## src/rtl/fetch_stage.sv

```systemverilog
// fetch_stage: MIPS instruction fetch with PC, one-outstanding imem read, decode handshake and redirect squash
module fetch_stage #(
    parameter logic [31:0] RESET_PC = 32'h0000_0000
) (
    input  logic        clk,
    input  logic        rst_n,
    output logic        imem_req,
    output logic [31:0] imem_addr,
    input  logic        imem_rvalid,
    input  logic [31:0] imem_rdata,
    input  logic        redirect_valid,
    input  logic [31:0] redirect_pc,
    output logic        inst_valid,
    input  logic        inst_ready,
    output logic [31:0] inst,
    output logic [31:0] inst_pc,
    output logic [31:0] pc_plus4,
    output logic [5:0]  op,
    output logic [5:0]  func
);
    typedef enum logic [1:0] {IDLE, FETCH, WAIT, HOLD} state_t;

    state_t      r_state;
    logic [31:0] r_pc;
    logic [31:0] r_inst;
    logic [31:0] r_inst_pc;
    logic        r_drop;
    logic        r_req;
    logic        r_inst_valid;
    logic [31:0] w_redir_pc;

    assign w_redir_pc = redirect_pc & ~32'd3;
    assign imem_req   = r_req;
    assign imem_addr  = r_pc;
    assign inst_valid = r_inst_valid;
    assign inst       = r_inst;
    assign inst_pc    = r_inst_pc;
    assign pc_plus4   = r_inst_pc + 32'd4;
    assign op         = r_inst[31:26];
    assign func       = r_inst[5:0];

    // Fetch FSM; r_req is raised exactly on entry to FETCH so it mirrors that state
    always_ff @(posedge clk or negedge rst_n) begin
        if (!rst_n) begin
            r_state      <= IDLE;
            r_pc         <= RESET_PC;
            r_drop       <= 1'b0;
            r_req        <= 1'b0;
            r_inst_valid <= 1'b0;
            r_inst       <= 32'd0;
            r_inst_pc    <= 32'd0;
        end else begin
            r_req <= 1'b0;
            case (r_state)
                IDLE: begin
                    r_state <= FETCH;
                    r_req   <= 1'b1;
                    if (redirect_valid) r_pc <= w_redir_pc;
                end
                FETCH: begin
                    r_state <= WAIT;
                    if (redirect_valid) begin
                        r_pc   <= w_redir_pc;
                        r_drop <= 1'b1;
                    end
                end
                WAIT: begin
                    if (redirect_valid) r_pc <= w_redir_pc;
                    if (imem_rvalid) begin
                        if (r_drop || redirect_valid) begin
                            r_drop  <= 1'b0;
                            r_state <= FETCH;
                            r_req   <= 1'b1;
                        end else begin
                            r_inst       <= imem_rdata;
                            r_inst_pc    <= r_pc;
                            r_inst_valid <= 1'b1;
                            r_state      <= HOLD;
                        end
                    end else if (redirect_valid) begin
                        r_drop <= 1'b1;
                    end
                end
                HOLD: begin
                    if (inst_ready || redirect_valid) begin
                        r_inst_valid <= 1'b0;
                        r_state      <= FETCH;
                        r_req        <= 1'b1;
                        r_pc         <= redirect_valid ? w_redir_pc : r_pc + 32'd4;
                    end
                end
            endcase
        end
    end
endmodule

```

## config.mk

```make
export PLATFORM = sky130hd
export DESIGN_NAME = fetch_stage
export DESIGN_NICKNAME = d
export VERILOG_FILES = /design/src/rtl/fetch_stage.sv
export SDC_FILE = /design/constraint.sdc
export NUM_CORES = 1
export LEC_CHECK = 0
export ABC_CLOCK_PERIOD_IN_PS = 3100
export BUFFER_PORTS_ARGS = -buffer_cell sky130_fd_sc_hd__buf_2
export CAP_MARGIN = 20
export CORE_MARGIN = 2
export CORE_UTILIZATION = 27
export CTS_CLUSTER_SIZE = 16
export DETAILED_ROUTE_END_ITERATION = 16
export PLACE_DENSITY = 0.6
export SKIP_LAST_GASP = 1
export SYNTH_ARGS = -nofsm -noshare
export SYNTH_HDL_FRONTEND = slang
export SYNTH_SLANG_ARGS = --single-unit
```

## constraint.sdc

```tcl
create_clock -name clk -period 3.1 [get_ports clk]
set_clock_uncertainty 0.2 [all_clocks]
set_input_delay 0.62 -clock clk [delete_from_list [all_inputs] [get_ports clk]]
set_output_delay 0.62 -clock clk [all_outputs]
set_load 0.005 [all_outputs]
```

== Yosys cells after proc, flatten, opt, wreduce, memory -nomap -nowiden ==
Cells that the tools add are included.
Storage, ports and cells
  memory bits (read-only): 0
  memories kept: 0
  bits of input ports: 69
  output and inout port bits: 142
  logic and storage cells: 49
  register bits after elaboration: 101
  bits in writable memories: 0
  latch bits: 0
Operators by class
  div/mod/pow operators: 0
  $lt $le $gt $ge: 0
  shift-type cells: 0
  bitwise gates (word level): 1
  reduce and logical (&&, ||, !) cells: 11
  equality and inequality tests: 8
  add/subtract/negate cells: 2
  multipliers: 0
  mux-type cells: 20
Operator list (number)
  $mux 32: 3
  $add 32x3->32 const B: 2
  $pmux 32 s2: 1
  $mux 1: 9
  $pmux 2 s4: 1
  $mux 2: 3
  $ne 2x2->1 const B: 3
  $reduce_and 2->1: 3
  $eq 2x2->1 const B: 2
  $pmux 1 s2: 2
  $reduce_and 4->1: 1
  $reduce_bool 2->1: 2
  $ne 3x3->1 const B: 1
  $pmux 1 s3: 1
  $reduce_and 3->1: 1
  $reduce_or 3->1: 1
  $eq 2x1->1 const B: 1
  $logic_not 2->1: 1
  $logic_or 1x1->1: 2
  $ne 2x1->1 const B: 1
  $not 1->1: 1

== Longest topological paths before layout ==
  depth in word-level cells: 4
  gate-level depth with buffers: 8
  depth with buffers taken out: 6

== Worst setup path after synthesis ==
Ideal clock, no wire load.
  path kind: reg-to-output
  from: reg r_inst_pc[2] (netlist: inst_pc[2])
  to: out pc_plus4[28]
  cell stages (with the launch flop): 7
  required time: 2.280 ns
  path buffers: 0
  arrival time: 1.745 ns
  path slack: 0.535 ns
  cell sequence: dfrtp_1 > ha_1 > and4_1 > or3b_4 > or2_1 > nor3_2 > xor2_1
On the way
  cells in the longest elaborated chain, start to end: 1
Ends and longest elaborated chain
  start: declaration: RTL line 26  | logic [31:0] r_inst_pc;
  start signal: assignment: RTL line 76  | r_inst_pc <= r_pc;
  $add 32x3->32: RTL line 38  | assign pc_plus4 = r_inst_pc + 32'd4;
  end: declaration: RTL line 17  | output logic [31:0] pc_plus4,
Every way passes these cells.

== Worst setup path after layout ==
  from: reg r_inst_pc[3] (netlist: inst_pc[3])
  to: out pc_plus4[28]
Same word-level chain as after synthesis.

==> metrics.txt <==
status complete, no violations; number of synthesized flops with an enable pin 0; GRT Residual Overflow 0; final worst path period need 3090 ps; Critical Path, Cell by Cell ha_2 > and4_1 > or3b_4 > or2_4 > nor3_4 > xor2_1 > buf_2; share of cells above drive strength 1 0.464; Final ANT Viol Nets 0; Worst-path clk slew 70 ps; Worst slew margin 0.506; arrival time worst endpoint 2270 ps; Largest delay share family, worst path simple AND/OR/NAND/NOR gates; root buf cell clkbuf_16; DRT iter0 DRCs 191; #FFs+latches synth 97; multi-input combinational cell area 2570 um^2; clk_lat worst skew 350 ps; Worst VDD drop 0.334 mV; Die X 143 um; io pins 211; largest net degree at the start of global routing 65; critical path required time 2280 ps; Hold Crit Class in -> async; ys async rst share 1.00; Cell Count, Final, Fillers Out 954; Nets 763; f_max 324 MHz; sequential fraction of the synthesis area 0.464; Leakage Power 3.29 nW; Total Wirelength 15.1 mm; PwrDens 777 nW/um^2; total track usage 0.145; WL/cell 15.8 um; P&R area growth vs syn 30.6%; RSZ-0062 raised after global routing true; Cells after Synth 497; via count 4486; Area contributors post-synth dfrtp_1 46%, mux2_2 13%, xnor2_1 3.7%; Initial Utilization 0.277; Die Area 20500 um^2; Ys Warns 0; Worst Max-Slew Pin Slew 741 ps; # port buffers 202; Final period util 0.996; vias per cell 4.70; final hold violation count 0; Buffers & Inverters on Critical Path 1; chip height 143 um; core area 18900 um^2; final setup vio count 0; CTS tree done; slowest CP cell or3b_4; FP Rows 50; Worst setup SP type register; first-pass GRT wire length 23.0 mm; Inst Count DP 931; Final HPWL DP 10.9 mm; critical path's largest stage delay 440 ps; crit path capture type output port; initial antenna violation count 1; drt pass-1 iters 4; Crit Path Max Fanout 3; Most used DFF post-synth dfrtp_1; Max H-tree Level 3; Placement Setup Slack 211 ps; DRC viols 0; Mapped Area 5240 um^2; syn avg cell area 10.5 um^2; CP Class reg -> out; Clock Sinks 97; FILL cells 1946; maxcap violations 0; TritonCTS Buffers 9; Routability Congestion 0.801; maximum clock insertion buffer count 2; vias in the first global route 4170; Final Max Slew Viols 0; Storage cell area 2430 um^2; count of cell types in the netlist 58; post-route worst setup slack 11.9 ps; Synth area leader dfrtp_1; Yosys top cell area share 0.464
-- what timing repair did --
item	in CTS	in global routing
hold buffers	0	0
setup buffers	4	1
pin swaps	0	4
setup endpoints to repair	7	15
gates resized for setup	4	6
-- kinds of logic after synthesis --
family / share of synthesized area
other cells: 0.000716
fa+ha+maj: 0.0167
xor+xnor: 0.0468
flops: 0.464
simple gates: 0.169
buf+inv: 0.0566
compound gates: 0.115
mux: 0.131
-- where the power goes --
part	switching (mW)	internal, mW
Clock	0.514	0.753
Sequential	0.582	1.68
Combinational	0.828	0.959
-- cells in the final DEF (no fill, tap or decap), drive strengths merged, types with 3 or more instances in the layout --
cell / Yosys / final
buf: 29 / 215
dfrtp: 97 / 97
mux2: 60 / 60
nand2: 41 / 41
nor2: 31 / 31
a21oi: 30 / 30
o21ai: 24 / 24
xnor2: 22 / 22
nand3: 20 / 20
and3: 13 / 13
nor3: 13 / 13
nand4: 12 / 12
clkbuf: 12 / 12
inv: 7 / 7
a311oi: 7 / 7
o22ai: 7 / 7
ha: 7 / 7
and4: 7 / 7
xor2: 6 / 6
conb: 1 / 6
a211oi: 5 / 5
or3: 5 / 5
nor4: 5 / 5
a2bb2oi: 4 / 4
nand2b: 3 / 3
o32ai: 3 / 3
a21o: 3 / 3
-- worst register-to-register path, cell delays in order (launching register included) --
cell and delay, ps:
dfrtp_1 460, ha_1 290, nand2b_1 120, a21o_1 610, nand2_1 210, nor4_1 340
nor3_1 90
-- path summary, 6_finish.rpt --
path	from	endpoint	slack, ps	cells past startpoint
max	inst_pc[3]	pc_plus4[28]	10	7
min	rst_n	imem_addr[27]	50	1
max reg2reg	r_state[0]	imem_addr[31]	650	6
min reg2reg	inst[13]	inst[13]	300	1
max in group asynchronous	rst_n	inst[15]	1870	2
min in group clk	imem_rdata[4]	inst[4]	300	2
-- per-stage QoR --
stage          area (um^2)  utilization  total power, mW  setup TNS (ps)  hold WS, ps
2_1_floorplan         5260            -             3.16               0          124
4_1_cts               6800        0.360             5.37               0         55.0
3_3_place_gp          6430        0.340             4.04               0          285
3_5_place_dp          6430        0.340             4.06               0          291
6_report              6840        0.362             5.32               0         48.0
5_1_grt               6830        0.362             5.70            -337         79.1
-- cells in the mapped netlist (all sizes together), types with 3 or more instances --
| library cell | n |
|---|---|
| a311oi | 7 |
| a2bb2oi | 4 |
| inv | 7 |
| clkbuf | 12 |
| nor2 | 31 |
| ha | 7 |
| a21o | 3 |
| nand2 | 41 |
| xnor2 | 22 |
| or3 | 5 |
| and3 | 13 |
| a21oi | 30 |
| nor3 | 13 |
| o32ai | 3 |
| nand2b | 3 |
| o21ai | 24 |
| dfrtp | 97 |
| mux2 | 60 |
| buf | 29 |
| o22ai | 7 |
| a211oi | 5 |
| nand4 | 12 |
| and4 | 7 |
| nor4 | 5 |
| nand3 | 20 |
| xor2 | 6 |
-- registers in the layout, indices dropped and copies added, names as in the netlist --
name,flops
imem_req,1
inst_valid,1
inst,32
imem_addr,30
r_state,2
r_drop,1
inst_pc,30
-- final cells by class --
cell class	count	share of cell area
Inverter	7	0.00384
Sequential cell	97	0.355
Multi-Input combinational cell	357	0.376
Timing Repair Buffer	215	0.168
Antenna cell	2	0.000732
Clock inverter	4	0.0110
Tap cell	260	0.0476
Clock buffer	12	0.0375
-- per-layer routing --
layer | global-route usage | wire, um
met1 | 0.199 | 7110
met5 | 0 | 0
met2 | 0.227 | 6840
met3 | 0.0322 | 905
met4 | 0.0490 | 212
(Power assumes the default switching activity.)
